[config.mk]
export PLATFORM = sky130hd
export DESIGN_NAME = zynet_axil_regs
export DESIGN_NICKNAME = d
export VERILOG_FILES = /design/src/rtl/zynet_axil_regs.sv
export SDC_FILE = /design/constraint.sdc
export NUM_CORES = 1
export LEC_CHECK = 0
export CORE_MARGIN = 8
export CORE_UTILIZATION = 50
export CTS_CLUSTER_SIZE = 20
export DETAILED_ROUTE_END_ITERATION = 8
export PLACE_DENSITY_LB_ADDON = 0.05
export SYNTH_ARGS = -nofsm -noshare
export SYNTH_HDL_FRONTEND = slang
export SYNTH_SLANG_ARGS = --single-unit
[constraint.sdc]
create_clock -name s_axi_aclk -period 7.05 [get_ports s_axi_aclk]
set_clock_uncertainty 0.15 [all_clocks]
set_input_delay 1.41 -clock s_axi_aclk [delete_from_list [all_inputs] [get_ports s_axi_aclk]]
set_output_delay 1.41 -clock s_axi_aclk [all_outputs]
set_load 0.02 [all_outputs]
[src/rtl/zynet_axil_regs.sv]
`default_nettype none
// ============================================================================
// Module   : zynet_axil_regs
// Brief    : AXI4-Lite register file for the zyNet core: config, weight/bias
//            strobes, soft reset, result capture, output pop and interrupt.
// Revision : 1.0 - initial release
// ============================================================================
module zynet_axil_regs #(
  parameter int C_S_AXI_DATA_WIDTH = 32,
  parameter int C_S_AXI_ADDR_WIDTH = 5,
  parameter int dataWidth          = 16,
  parameter int numOut             = 10
) (
  input  logic                            s_axi_aclk,
  input  logic                            s_axi_aresetn,
  input  logic [C_S_AXI_ADDR_WIDTH-1:0]   s_axi_awaddr,
  input  logic [2:0]                      s_axi_awprot,
  input  logic                            s_axi_awvalid,
  output logic                            s_axi_awready,
  input  logic [C_S_AXI_DATA_WIDTH-1:0]   s_axi_wdata,
  input  logic [3:0]                      s_axi_wstrb,
  input  logic                            s_axi_wvalid,
  output logic                            s_axi_wready,
  output logic [1:0]                      s_axi_bresp,
  output logic                            s_axi_bvalid,
  input  logic                            s_axi_bready,
  input  logic [C_S_AXI_ADDR_WIDTH-1:0]   s_axi_araddr,
  input  logic [2:0]                      s_axi_arprot,
  input  logic                            s_axi_arvalid,
  output logic                            s_axi_arready,
  output logic [C_S_AXI_DATA_WIDTH-1:0]   s_axi_rdata,
  output logic [1:0]                      s_axi_rresp,
  output logic                            s_axi_rvalid,
  input  logic                            s_axi_rready,
  output logic [31:0]                     layer_no,
  output logic [31:0]                     neuron_no,
  output logic                            weight_valid,
  output logic                            bias_valid,
  output logic [31:0]                     weight_value,
  output logic                            soft_reset,
  input  logic                            out_valid,
  input  logic [31:0]                     out_class,
  input  logic [numOut*dataWidth-1:0]     out_vec,
  output logic                            intr
);

  localparam logic [2:0] c_reg_weight = 3'd0;
  localparam logic [2:0] c_reg_bias   = 3'd1;
  localparam logic [2:0] c_reg_class  = 3'd2;
  localparam logic [2:0] c_reg_layer  = 3'd3;
  localparam logic [2:0] c_reg_neuron = 3'd4;
  localparam logic [2:0] c_reg_pop    = 3'd5;
  localparam logic [2:0] c_reg_status = 3'd6;
  localparam logic [2:0] c_reg_soft   = 3'd7;
  localparam logic [4:0] c_last_idx   = 5'(numOut - 1);

  logic                 r_awready, r_wready, r_bvalid;
  logic                 r_arready, r_rvalid;
  logic [31:0]          r_rdata;
  logic [31:0]          r_layer_no, r_neuron_no, r_soft_reg;
  logic                 r_weight_valid, r_bias_valid;
  logic [31:0]          r_weight_value;
  logic [31:0]          r_class;
  logic                 r_result_valid, r_intr;
  logic [4:0]           r_pop_idx;
  logic [dataWidth-1:0] r_out_mem [numOut];

  logic                 w_wr_fire, w_rd_fire;
  logic [2:0]           w_wr_sel, w_rd_sel;
  logic [31:0]          w_pop_data, w_rd_mux;
  logic                 w_unused;

  assign w_wr_fire = r_awready && s_axi_awvalid && s_axi_wvalid;
  assign w_rd_fire = r_arready && s_axi_arvalid;
  assign w_wr_sel  = s_axi_awaddr[4:2];
  assign w_rd_sel  = s_axi_araddr[4:2];
  assign w_unused  = &{1'b0, s_axi_awprot, s_axi_arprot, s_axi_awaddr[1:0], s_axi_araddr[1:0]};

  function automatic logic [31:0] f_apply_strb(input logic [31:0] old_val,
                                               input logic [31:0] new_val,
                                               input logic [3:0]  strb);
    logic [31:0] res;
    res = old_val;
    for (int b = 0; b < 4; b++) begin
      if (strb[b]) res[8*b +: 8] = new_val[8*b +: 8];
    end
    return res;
  endfunction

  // Write channel: address and data are accepted together, one beat at a time.
  always_ff @(posedge s_axi_aclk) begin
    if (!s_axi_aresetn) begin
      r_awready      <= 1'b0;
      r_wready       <= 1'b0;
      r_bvalid       <= 1'b0;
      r_layer_no     <= '0;
      r_neuron_no    <= '0;
      r_soft_reg     <= 32'd1;
      r_weight_valid <= 1'b0;
      r_bias_valid   <= 1'b0;
      r_weight_value <= '0;
    end else begin
      r_weight_valid <= 1'b0;
      r_bias_valid   <= 1'b0;
      if (w_wr_fire) begin
        r_awready <= 1'b0;
        r_wready  <= 1'b0;
        r_bvalid  <= 1'b1;
        case (w_wr_sel)
          c_reg_weight: begin
            r_weight_valid <= 1'b1;
            r_weight_value <= s_axi_wdata;
          end
          c_reg_bias: begin
            r_bias_valid   <= 1'b1;
            r_weight_value <= s_axi_wdata;
          end
          c_reg_layer:  r_layer_no  <= f_apply_strb(r_layer_no, s_axi_wdata, s_axi_wstrb);
          c_reg_neuron: r_neuron_no <= f_apply_strb(r_neuron_no, s_axi_wdata, s_axi_wstrb);
          c_reg_soft:   r_soft_reg  <= f_apply_strb(r_soft_reg, s_axi_wdata, s_axi_wstrb);
          default: ;
        endcase
      end else if (r_awready) begin
        r_awready <= 1'b0;
        r_wready  <= 1'b0;
      end else if (s_axi_awvalid && s_axi_wvalid && !r_bvalid) begin
        r_awready <= 1'b1;
        r_wready  <= 1'b1;
      end
      if (r_bvalid && s_axi_bready) r_bvalid <= 1'b0;
    end
  end

  always_comb begin
    w_pop_data = '0;
    for (int i = 0; i < numOut; i++) begin
      if (r_pop_idx == 5'(i)) w_pop_data = 32'(r_out_mem[i]);
    end
  end

  always_comb begin
    w_rd_mux = '0;
    case (w_rd_sel)
      c_reg_class:  w_rd_mux = r_class;
      c_reg_layer:  w_rd_mux = r_layer_no;
      c_reg_neuron: w_rd_mux = r_neuron_no;
      c_reg_pop:    w_rd_mux = w_pop_data;
      c_reg_status: w_rd_mux = {19'd0, r_pop_idx, 6'd0, r_intr, r_result_valid};
      c_reg_soft:   w_rd_mux = r_soft_reg;
      default:      w_rd_mux = '0;
    endcase
  end

  always_ff @(posedge s_axi_aclk) begin
    if (!s_axi_aresetn) begin
      r_arready <= 1'b0;
      r_rvalid  <= 1'b0;
      r_rdata   <= '0;
    end else begin
      if (w_rd_fire) begin
        r_arready <= 1'b0;
        r_rvalid  <= 1'b1;
        r_rdata   <= w_rd_mux;
      end else if (r_arready) begin
        r_arready <= 1'b0;
      end else if (s_axi_arvalid && !r_rvalid) begin
        r_arready <= 1'b1;
      end
      if (r_rvalid && s_axi_rready) r_rvalid <= 1'b0;
    end
  end

  // A new result takes priority over any read side effect in the same cycle.
  always_ff @(posedge s_axi_aclk) begin
    if (!s_axi_aresetn) begin
      r_class        <= '0;
      r_result_valid <= 1'b0;
      r_intr         <= 1'b0;
      r_pop_idx      <= '0;
      for (int i = 0; i < numOut; i++) r_out_mem[i] <= '0;
    end else if (out_valid) begin
      r_class        <= out_class;
      r_result_valid <= 1'b1;
      r_intr         <= 1'b1;
      r_pop_idx      <= '0;
      for (int i = 0; i < numOut; i++) r_out_mem[i] <= out_vec[i*dataWidth +: dataWidth];
    end else if (w_rd_fire) begin
      if (w_rd_sel == c_reg_class) begin
        r_result_valid <= 1'b0;
        r_intr         <= 1'b0;
      end
      if (w_rd_sel == c_reg_pop) begin
        r_pop_idx <= (r_pop_idx == c_last_idx) ? 5'd0 : r_pop_idx + 5'd1;
      end
    end
  end

  assign s_axi_awready = r_awready;
  assign s_axi_wready  = r_wready;
  assign s_axi_bresp   = 2'b00;
  assign s_axi_bvalid  = r_bvalid;
  assign s_axi_arready = r_arready;
  assign s_axi_rdata   = r_rdata;
  assign s_axi_rresp   = 2'b00;
  assign s_axi_rvalid  = r_rvalid;
  assign layer_no      = r_layer_no;
  assign neuron_no     = r_neuron_no;
  assign weight_valid  = r_weight_valid;
  assign bias_valid    = r_bias_valid;
  assign weight_value  = r_weight_value;
  assign soft_reset    = r_soft_reg[0];
  assign intr          = r_intr;

endmodule
`default_nettype wire
Yosys cells after proc, flatten, opt, wreduce, memory -nomap -nowiden
Memories as Yosys holds them, arrays and structs flattened.
Cells that the tools add are included.
W data, S select, Z words.
{ "totals": {"register_bits": 205, "mem_bits_rw": 160, "output_inout_bits": 141, "elab_cells": 125, "memories": 1} }
{ "op_classes": {"addsub": 1, "n_eq_ne": 19, "n_mux": 33, "bitwise_logic": 11, "n_reduce_logical": 36} }
{ "mem_list": {"columns": ["name", "depth", "width", "read_ports", "rd_ports_with_merged_regs", "wr", "line", "text"], "rows": [
  ["r_out_mem", 10, 16, 10, 0, 10, "66", "logic [dataWidth-1:0] r_out_mem [numOut];"]
]} }
{ "ops": {"columns": ["operator", "count"], "rows": [
  ["$mux W32", 9],
  ["$pmux W32 S6", 1],
  ["$mux W16", 11],
  ["$reduce_and A3 Y1", 12],
  ["$eq A5 B3 Y1 const B", 4],
  ["$eq A3 B3 Y1 const B", 6],
  ["$mux W1", 11],
  ["$eq A5 B2 Y1 const B", 2],
  ["$eq A5 B4 Y1 const B", 2],
  ["$or A1 B1 Y1", 10],
  ["$eq A3 B2 Y1 const B", 3],
  ["$logic_and A1 B1 Y1", 8],
  ["$reduce_and A2 Y1", 4],
  ["$reduce_or A2 Y1", 4],
  ["$reduce_or A3 Y1", 2],
  ["$add A5 B1 Y5 const B", 1],
  ["$eq A5 B1 Y1 const B", 1],
  ["$logic_not A5 Y1", 1],
  ["$mux W5", 1],
  ["$reduce_bool A2 Y1", 2],
  ["$eq A3 B1 Y1 const B", 1],
  ["$logic_not A3 Y1", 1],
  ["$logic_not A1 Y1", 2],
  ["$not A1 Y1", 1]
]} }

Depth between registers and ports, before layout
Gate-level depths: netlist of the first run.
{ "logic_depth": {"depth_word": 12, "ltp_mapped": 10, "mapped_depth_nobuf": 7} }

Least setup slack after synthesis of the first run
Ideal clock, no wire load.
{ "synth_timing": {"kind": "input to register", "startpoint": "input port out_valid", "endpoint": "memory r_out_mem[0][0], enable pin", "setup_time_ns": 0.550, "t_arrival_ns": 5.521, "required_ns": 6.350, "path_slack_ns": 0.829, "path_stages": 2, "n_path_buf": 1, "cell_sequence": "clkbuf_1 -> nand2b_1"} }
{ "synth_lines": {"columns": ["item", "line", "text"], "rows": [
  ["from (decl)", "41", "input logic out_valid,"],
  ["to (decl)", "66", null]
]} }

Final worst setup path of the first run
{ "layout_timing": {"startpoint": "input port s_axi_araddr[4]", "endpoint": "register r_rdata[9], in the netlist s_axi_rdata[9]"} }
{ "layout_between": {"elab_chain_cells": 2, "elab_cells_between_ends": 7} }
{ "layout_lines": {"columns": ["item", "line", "text"], "rows": [
  ["from (decl)", "27", "input logic [C_S_AXI_ADDR_WIDTH-1:0] s_axi_araddr,"],
  ["$eq A3 B3 Y1 or $eq A3 B2 Y1 (tied branches)", "143", "case (w_rd_sel)"],
  ["$pmux W32 S6 *", "143", null],
  ["to (signal assigned)", "163", "r_rdata <= w_rd_mux;"],
  ["to (decl)", "59", "logic [31:0] r_rdata;"]
]} }
Every way passes the cells marked *; elsewhere a longest branch is shown, timed or not.
A chain may end at the register's enable or synchronous reset.

==> impl_metrics.csv, run 1 <==
group,metric,value,unit
status,status,"complete, no violations",
worst_setup_path,rr_startpoint,"r_pop_idx[0]$_SDFFE_PP0P_",
layout,fillers,2477,
min_path,hold_path.class,"register to register",
grt,grt_start_max_net_pins,105,
routing,via_count,13790,
pwr,p_sw_share,22.11,%
grt,grt_pass1_vias,13440,
timing,setup_ws,3.111,ns
floorplan,die_w,194.6,um
routing,drc,0,
yosys,yosysWarningCount,0,
floorplan,die_y,194.6,um
place,gp_congestion,0.9111,
cts,post_cts_buffers,0,
worst_setup_path,critPathArrivalTime,4.22,ns
yosys,synth_top_cell_area_share,30.13,%
yosys,synth_cell_types,66,
yosys,yosys_register_bits,365,
yosys,async_reset_ff_share,0,%
worst_setup_path,crit_chain,"clkdlybuf4s50_1 > buf_4 > and2_1 > a222oi_1 > o211a_1 > o32ai_2",
floorplan,io_pins,393,
routing,drtPass1Iterations,5,
pwr,peakVddDrop,157.6,uV
layout,utilization,67.12,%
timing,rsz0062_at_grt,"false",
place,io_buffers,378,
place,dp_hpwl,38190,um
worst_setup_path,slowest_delay,0.93,ns
grt,grt-ovfl-total,0,
cts,cts.hold.buffers_added,0,
pwr,p_sw,1.063,mW
floorplan,core_area,31470,sq um
timing,hold_slack,0.3034,ns
cts,ctsResizeCount,0,
floorplan,core.rowCount,65,
cts,cts_max_path_buffers,3,
yosys,synth_ff_type,"dfxtp_1",
timing,maxSlewViolCount,0,
place,placed_cells,2253,
worst_setup_path,crit_start,"s_axi_araddr[4]",
layout,final_cell_mix,"clkdlybuf4s50_1 (376), nand2_1 (225), dfxtp_1 (205), a21oi_1 (178), and3_1 (163)",
pwr,comb_power_share,7.7,%
routing,wl,53870,um
cts,clockRootBuffer,"clkbuf_16",
place,place_area,19800,sq um
yosys,yosys.area.top_type,"edfxtp_1",
cts,htree_levels,2,
timing,finalWorstPathRequiredPeriod,3.939,ns
cts,clk_pin_slew,0.06,ns
layout,multi_input_area,6414,sq um
run,max_cap_viol_count,0,
layout,final_nets,2149,
grt,antenna_found_initial,6,
grt,globalRouteTotalUtil,27.22,%
pwr,power-per-cell-area,227.6,nW/um^2
cts,cts_sinks,365,
cts,cts_tree,"built",
grt,grt_pass1_wl,81510,um
layout,final_common_cell,"clkdlybuf4s50_1",
layout,fin_area,21130,sq um
worst_setup_path,crit_type,"input pin to register",
worst_setup_path,cp-start-kind,"input pin",
worst_setup_path,critPathMaxFanout,23,
cts,insertion_delay,0.52,ns
routing,ant_nets,0,
pwr,p_clk_share,43.6,%
timing,setup-violations-final,0,
floorplan,start_util,50.66,%
yosys,synthesis.area,15950,sq um
worst_setup_path,cp_slowest_cell,"and2_1",
yosys,synth-seq-area-share,55.87,%
floorplan,die_area,37860,sq um
worst_setup_path,worstPathRequired,7.33,ns
routing,wl_per_cell,23.14,um
timing,post-route-period-util,55.87,%
layout,final_cells,2328,
timing,maxSlewHeadroom,18.60,%
yosys,synth.area.top_cells,"edfxtp_1 (30%), dfxtp_1 (26%), and3_1 (6.4%)",
worst_setup_path,end_kind,"register",
pwr,p_int,3.745,mW
yosys,syn_inst,1596,
layout,largest_reg_flops,160,
pwr,power.leakage,7.857,nW
layout,area_growth,32.49,%
place,pre_cts_slack,2.601,ns
cts,cts_made_buffers,40,
yosys,synth-edff-count,160,
routing,drt_first_iter_violations,1633,
layout,drive_gt1_share,6.136,%
pwr,finalPower,4.808,mW
timing,finalHoldViolCount,0,
pwr,p_seq_share,48.7,%
timing,fmax,253.9,MHz
timing,fin_tns_setup,0,ns
min_path,holdCritStartpoint,"weight_value[0]$_SDFFE_PN0P_",
layout,regArea,8909,sq um
yosys,syn-mean-instance-area,9.991,sq um
routing,routed_via_density,5.922,
layout,top_register,"r_out_mem",
timing,worst_pin_slew,1.216,ns
-- synth_stat cells, types with 4 or more instances --
| library cell | instances |
|---|---|
| nand2b_1 | 6 |
| and2_1 | 4 |
| a222oi_1 | 6 |
| o21ai_0 | 18 |
| or3b_1 | 6 |
| a2bb2oi_1 | 10 |
| nand2_1 | 225 |
| nor2_1 | 65 |
| inv_1 | 5 |
| mux2_2 | 7 |
| clkbuf_1 | 106 |
| a21oi_1 | 178 |
| ha_1 | 4 |
| nand3_1 | 127 |
| a22oi_1 | 44 |
| o32ai_1 | 15 |
| o21ai_1 | 10 |
| nor2b_1 | 21 |
| a22o_1 | 15 |
| a21o_1 | 17 |
| o221ai_1 | 12 |
| nor3_1 | 7 |
| mux2i_1 | 39 |
| a221oi_1 | 16 |
| buf_6 | 5 |
| buf_2 | 24 |
| dfxtp_1 | 205 |
| buf_4 | 7 |
| nor3_2 | 4 |
| o2bb2ai_1 | 4 |
| and3_1 | 163 |
| edfxtp_1 | 160 |
| buf_1 | 5 |
-- cells by family (layout without fill, tap and decap cells) --
group                      count (synthesis)  count (layout)  share of synthesized area (%)
and+or+nand+nor                          653             653                          20.89
other                                      1               7                        0.02352
buffers and inverters                    152             476                          4.167
adders and majority gates                  4               4                         0.3139
muxes                                     49              49                          3.390
xor gates and xnor gates                   4               4                         0.2198
AOI/OAI and AO/OA                        368             368                          15.13
DFF                                      365             365                          55.87
-- routing by layer --
layer / GRT usage (%) / routed length [um] / vias to the layer above
li1: - / - / 6442
met1: 38.52 / 23500 / 6637
met2: 40.82 / 23680 / 628
met3: 7.514 / 5529 / 74
met4: 6.506 / 1118 / 6
met5: 0 / 35 / -
-- worst paths after layout --
path,endpoint,slack (ns),cells past startpoint
setup reg to reg,s_axi_rdata[4]$_SDFFE_PN0P_,3.88,8
hold reg to reg,weight_value[0]$_SDFFE_PN0P_,0.30,2
hold / removal,weight_value[0]$_SDFFE_PN0P_,0.30,2
setup / recovery,s_axi_rdata[9]$_SDFFE_PN0P_,3.11,6
-- cell type report --
class,instances,area share (%)
clock buffer,59,5.704
inverter,5,0.1125
timing repair buffer,399,18.69
sequential,365,42.17
clock inverter,13,0.5449
antenna,3,0.03554
multi-input combinational,1082,30.36
tap,402,2.381
-- power by group through the flow --
stage	clock network (mW)	registers (mW)	logic [mW]
finish	2.09	2.34	0.372
global route	2.20	2.35	0.397
CTS	2.11	2.34	0.371
detailed placement	0	2.39	0.369
global placement	0	2.38	0.366
floorplan	0	2.38	0.156
-- critical path: cells and delay by family --
family | cells | cell delay, ns
and+or+nand+nor | 1 | 0.93
buffers and inverters | 2 | 1.22
AOI/OAI and AO/OA | 3 | 0.63
Note: power is estimated with default switching activity, not from simulation.
==> run 2: changes to the inputs <==
--- a/config.mk
+++ b/config.mk
@@ -6,7 +6,7 @@
 export NUM_CORES = 1
 export LEC_CHECK = 0
 export CORE_MARGIN = 8
-export CORE_UTILIZATION = 50
+export CORE_UTILIZATION = 45
 export CTS_CLUSTER_SIZE = 20
 export DETAILED_ROUTE_END_ITERATION = 8
 export PLACE_DENSITY_LB_ADDON = 0.05
==> constraint.sdc (replaced) <==
create_clock -name s_axi_aclk -period 3.55 [get_ports s_axi_aclk]
set_clock_uncertainty 0.15 [all_clocks]
set_input_delay 0.71 -clock s_axi_aclk [delete_from_list [all_inputs] [get_ports s_axi_aclk]]
set_output_delay 0.71 -clock s_axi_aclk [all_outputs]
set_load 0.02 [all_outputs]
==> run 2 against run 1 <==
Effect of this change: first-iteration DRC count down 41%; sequential power up 99%; non-clock buffer count up 28; clock-buffer cell count down 4; highest routed layer is now met4.
==> impl_metrics.csv, run 2 (same netlist as run 1, synthesis figures left out) <==
group,metric,value,unit
worst_setup_path,critPathArrivalTime,3.10,ns
grt,grt_use_met2,41.94,%
timing,post-route-period-util,78.86,%
place,io_buffers,378,
routing,wl,55510,um
timing,finalWorstPathRequiredPeriod,2.800,ns
routing,drtPass1Iterations,5,
grt,grt_pass1_wl,82380,um
status,status,"complete, no violations",
grt,met3_usage,4.993,%
worst_setup_path,slowest_delay,0.74,ns
worst_setup_path,critPathMaxFanout,16,
cts,clk_pin_slew,0.06,ns
timing,rsz0062_at_grt,"false",
timing,hold_slack,0.3028,ns
pwr,power.leakage,7.997,nW
timing,setup-violations-final,0,
cts,htree_levels,2,
routing,wl_per_cell,23.02,um
cts,cts_tree,"built",
layout,top_register,"r_out_mem",
worst_setup_path,crit_chain,"ha_1 > and4bb_1 > a221oi_1 > o311a_1 > o32ai_2",
worst_setup_path,crit_type,"register to register",
layout,area_growth,34.47,%
timing,fmax,357.2,MHz
timing,maxSlewViolCount,0,
routing,routed_via_density,5.670,
worst_setup_path,end_kind,"register",
floorplan,core.rowCount,69,
cts,post_cts_buffers,0,
floorplan,die_y,204.2,um
cts,cts_made_buffers,40,
cts,clockRootBuffer,"clkbuf_16",
floorplan,io_pins,393,
cts,cts_sinks,365,
layout,utilization,60.87,%
place,pre_cts_slack,0.3157,ns
place,dp_hpwl,40770,um
floorplan,die_w,204.2,um
layout,final_nets,2177,
worst_setup_path,worstPathRequired,3.85,ns
routing,drt_first_iter_violations,963,
worst_setup_path,cp-start-kind,"register",
floorplan,start_util,45.27,%
cts,insertion_delay,0.53,ns
pwr,peakVddDrop,287.4,uV
place,gp_congestion,0.8609,
grt,use_met1,33.45,%
min_path,hold_path.class,"register to register",
grt,grt_start_max_net_pins,194,
cts,cts.hold.buffers_added,0,
timing,maxSlewHeadroom,22.36,%
cts,cts_max_path_buffers,3,
layout,final_common_cell,"clkdlybuf4s50_1",
layout,fillers,3039,
layout,multi_input_area,6414,sq um
routing,ant_nets,0,
layout,final_cell_mix,"clkdlybuf4s50_1 (376), nand2_1 (225), dfxtp_1 (205), a21oi_1 (178), and3_1 (163)",
timing,worst_pin_slew,1.165,ns
floorplan,die_area,41710,sq um
layout,regArea,8909,sq um
timing,setup_ws,0.7503,ns
grt,busiest_layer,"met2",
floorplan,core_area,35220,sq um
timing,fin_tns_setup,0,ns
pwr,power-per-cell-area,447.4,nW/um^2
layout,drive_gt1_share,7.440,%
grt,grt-ovfl-total,0,
worst_setup_path,cp_slowest_cell,"and4bb_1",
routing,via_count,13670,
grt,antenna_found_initial,1,
routing,drc,0,
cts,ctsResizeCount,0,
timing,finalHoldViolCount,0,
grt,grt_pass1_vias,13580,
run,max_cap_viol_count,0,
grt,globalRouteTotalUtil,25.32,%
layout,largest_reg_flops,160,
-- run 2: cell types whose count changed in the layout (fill, tap and decap cells not counted), sizes merged --
cell and change:
bufinv +1, clkinv -2, clkbuf -4, buf +28
diode -2, clkinvlp +3
-- run 2: metal layers --
layer,up-vias,share of wire (%),wire [um]
met1,6591,43,23730
met2,530,47,26300
met4,0,2.4,1311
met3,67,7.5,4170
li1,6482,-,-
met5,-,0,0
-- run 2: report_power, final --
group,switching (mW),internal (mW),leakage (nW)
registers,0.0718,4.57,3.38
clock network,1.70,2.49,0.641
logic,0.373,0.380,3.98
-- run 2: final cells by class --
class / instances / area share (%)
diodes: 1 / 0.01167
clock buffers: 55 / 5.368
clock inverters: 15 / 0.7878
inverters: 5 / 0.1109
multi-input cells: 1082 / 29.91
flip-flops and latches: 365 / 41.55
well taps: 461 / 2.690
repair buffers: 427 / 19.57
-- run 2: final timing paths --
| path | startpoint | endpoint | slack, ns | cells after the start |
|---|---|---|---|---|
| worst max-delay path | r_pop_idx[0]$_SDFFE_PP0P_ | s_axi_rdata[8]$_SDFFE_PN0P_ | 0.75 | 5 |
| worst min-delay path | r_soft_reg[14]$_SDFFE_PN0P_ | r_soft_reg[14]$_SDFFE_PN0P_ | 0.30 | 2 |
| worst max register to register | r_pop_idx[0]$_SDFFE_PP0P_ | s_axi_rdata[8]$_SDFFE_PN0P_ | 0.75 | 5 |
| worst min register to register | r_soft_reg[14]$_SDFFE_PN0P_ | r_soft_reg[14]$_SDFFE_PN0P_ | 0.30 | 2 |
-- run 2: critical path: cells and delay by family (launching register included) --
family                     cells  cell delay (ns)
DFF                            1             0.48
adders and majority gates      1             0.56
AOI/OAI and AO/OA              3             0.77
and+or+nand+nor                1             0.74
-- run 2: metrics by stage --
step,cell area [sq um],total power [mW],std cells
after floorplan,15960,5.027,1599
after global placement,20120,5.476,2340
after detailed placement,20120,5.487,2340
after CTS,21440,9.637,2410
after global routing,21440,9.854,2411
final,21440,9.592,2411
==> run 3: changes to the inputs <==
==> constraint.sdc (replaced) <==
create_clock -name s_axi_aclk -period 2.51 [get_ports s_axi_aclk]
set_clock_uncertainty 0.15 [all_clocks]
set_input_delay 0.502 -clock s_axi_aclk [delete_from_list [all_inputs] [get_ports s_axi_aclk]]
set_output_delay 0.502 -clock s_axi_aclk [all_outputs]
set_load 0.02 [all_outputs]
==> run 3 against run 2 <==
Effect of this change: sequential power increased by 42%; setup slack got worse by 0.66 ns; total power is 39% higher; die area did not move; routed wire length rose by 1.2%; clock-buffer cell count up 11; fmax increased by 16%; first-iteration DRC count grew 23%; largest power group unchanged; highest routed layer unchanged.
==> impl_metrics.csv, run 3 (same netlist as run 1, synthesis figures left out) <==
group,metric,value,unit
status,status,"complete, no violations",
floorplan,die_area,41710,sq um
timing,hold_slack,0.2228,ns
floorplan,start_util,45.27,%
layout,drive_gt1_share,9.940,%
routing,wl_per_cell,22.69,um
cts,cts.hold.buffers_added,0,
routing,routed_via_density,5.590,
place,placed_cells,2400,
layout,largest_reg_flops,160,
routing,ant_nets,0,
layout,utilization,62.42,%
timing,fmax,412.7,MHz
grt,grt_pass1_wl,83100,um
worst_setup_path,cp_slowest_cell,"o32ai_1",
pwr,p_seq_share,49.4,%
timing,worst_pin_slew,0.7429,ns
worst_setup_path,r2r-end,"s_axi_rdata[3]$_SDFFE_PN0P_",
layout,final_common_cell,"clkdlybuf4s50_1",
worst_setup_path,critPathArrivalTime,2.73,ns
min_path,holdCritStartpoint,"out_valid",
worst_setup_path,reg2regPathDepth,9,
place,dp_hpwl,41520,um
worst_setup_path,rr_startpoint,"r_pop_idx[1]$_SDFFE_PP0P_",
routing,drtPass1Iterations,5,
pwr,comb_power_share,8.6,%
worst_setup_path,end_kind,"register",
pwr,p_sw,2.986,mW
cts,insertion_delay,0.54,ns
timing,rsz0062_at_grt,"false",
worst_setup_path,critPathMaxFanout,13,
place,gp_congestion,0.8737,
layout,final_nets,2238,
floorplan,die_y,204.2,um
timing,post-route-period-util,96.54,%
floorplan,die_w,204.2,um
pwr,p_int,10.34,mW
routing,drc,0,
timing,maxSlewHeadroom,50.48,%
layout,fillers,3013,
grt,antenna_found_initial,1,
floorplan,io_pins,393,
cts,cts_made_buffers,41,
min_path,min_to,"r_out_mem[3][14]$_SDFFCE_PN0P_",
routing,via_count,13840,
worst_setup_path,crit_type,"register to register",
grt,globalRouteTotalUtil,25.69,%
pwr,peakVddDrop,407.4,uV
floorplan,core.rowCount,69,
pwr,p_clk_share,42.1,%
cts,cts_max_path_buffers,3,
cts,clk_pin_slew,0.06,ns
grt,grt_start_max_net_pins,106,
min_path,holdPathStages,2,
place,pre_cts_slack,-0.1007,ns
timing,finalWorstPathRequiredPeriod,2.423,ns
worst_setup_path,slowest_delay,0.48,ns
pwr,p_sw_share,22.41,%
routing,drt_first_iter_violations,1185,
run,max_cap_viol_count,0,
cts,cts_tree,"built",
layout,area_growth,37.88,%
pwr,finalPower,13.32,mW
timing,setup_ws,0.08677,ns
timing,setup-violations-final,0,
pwr,power.leakage,8.305,nW
worst_setup_path,crit_chain,"inv_1 > ha_1 > nor2b_1 > buf_12 > a221oi_1 > buf_4 > o32ai_1 > a21oi_1 > o21ai_1",
floorplan,core_area,35220,sq um
routing,wl,56170,um
grt,grt-ovfl-total,0,
cts,cts_sinks,365,
timing,finalHoldViolCount,0,
cts,htree_levels,2,
pwr,power-per-cell-area,605.9,nW/um^2
min_path,hold_path.class,"input pin to register",
timing,maxSlewViolCount,0,
grt,grt_pass1_vias,13670,
place,io_buffers,378,
layout,top_register,"r_out_mem",
layout,final_cells,2475,
layout,final_cell_mix,"clkdlybuf4s50_1 (376), nand2_1 (225), dfxtp_1 (205), a21oi_1 (178), and3_1 (163)",
cts,clockRootBuffer,"clkbuf_16",
worst_setup_path,worstPathRequired,2.82,ns
worst_setup_path,cp-start-kind,"register",
worst_setup_path,r2r_slack,0.09,ns
[run 3: cell types whose count changed in the layout (fill, tap and decap cells not counted), sizes merged]
cell,change
buf,+60
bufinv,-3
clkbuf,+11
clkinv,-3
clkinvlp,-2
diode,+1
[run 3: area by class of cell]
| class | count | area, sq um | share of cell area [%] |
|---|---|---|---|
| timing repair buffer | 487 | 4801 | 21.84 |
| multi-input combinational | 1082 | 6430 | 29.25 |
| clock buffer | 66 | 1202 | 5.469 |
| sequential | 365 | 8909 | 40.52 |
| clock inverter | 7 | 38.79 | 0.1764 |
| antenna | 2 | 5.005 | 0.02276 |
| tap | 461 | 576.8 | 2.623 |
| inverter | 5 | 23.77 | 0.1081 |
[run 3: power by group through the flow]
stage	logic [mW]	clock network (mW)	registers (mW)
finish	1.14	5.61	6.58
global route	1.21	5.96	6.59
CTS	1.14	5.70	6.57
detailed placement	1.13	0	6.70
global placement	1.13	0	6.69
floorplan	0.439	0	6.67
[run 3: timing repair]
action | 4_1_cts | 5_1_grt
setup buffers | 0 | 0
endpoints found under the setup margin | 0 | 3
resized for setup | 0 | 4
[run 3: routing by layer]
layer / vias to the layer above / track usage, % / share of wire [%]
li1: 6617 / - / -
met1: 6545 / 33.51 / 42
met2: 592 / 41.86 / 47
met3: 81 / 5.722 / 8.1
met4: 0 / 8.485 / 2.8
met5: - / 0 / 0
[run 3: worst max path at each step]
stage	from	end	cells after the start	slack, ns
2_1_floorplan	out_valid	r_out_mem[0][0]$_SDFFCE_PN0P_	2	0.1
3_3_place_gp	s_axi_araddr[2]	s_axi_rdata[6]$_SDFFE_PN0P_	7	-0.08
3_5_place_dp	s_axi_araddr[2]	s_axi_rdata[6]$_SDFFE_PN0P_	7	-0.10
4_1_cts	r_pop_idx[1]$_SDFFE_PP0P_	s_axi_rdata[11]$_SDFFE_PN0P_	8	0.07
5_1_grt	r_pop_idx[1]$_SDFFE_PP0P_	s_axi_rdata[3]$_SDFFE_PN0P_	9	0.02
6_report	r_pop_idx[1]$_SDFFE_PP0P_	s_axi_rdata[3]$_SDFFE_PN0P_	9	0.09
[run 3: critical path: cells and delay by family (launching register included)]
kind | cells | cell delay [ns]
AO/OA/AOI/OAI | 4 | 0.89
buffers and inverters | 3 | 0.45
flip-flops | 1 | 0.40
adder cells (fa/ha/maj) | 1 | 0.23
AND/OR/NAND/NOR | 1 | 0.23
[run 3: stage by stage]
stage / cell area, sq um / TNS (ns)
4_1_cts: 21960 / 0
2_1_floorplan: 15960 / 0
3_3_place_gp: 20720 / -0.2531
3_5_place_dp: 20720 / -0.8353
5_1_grt: 21980 / 0
6_report: 21990 / 0
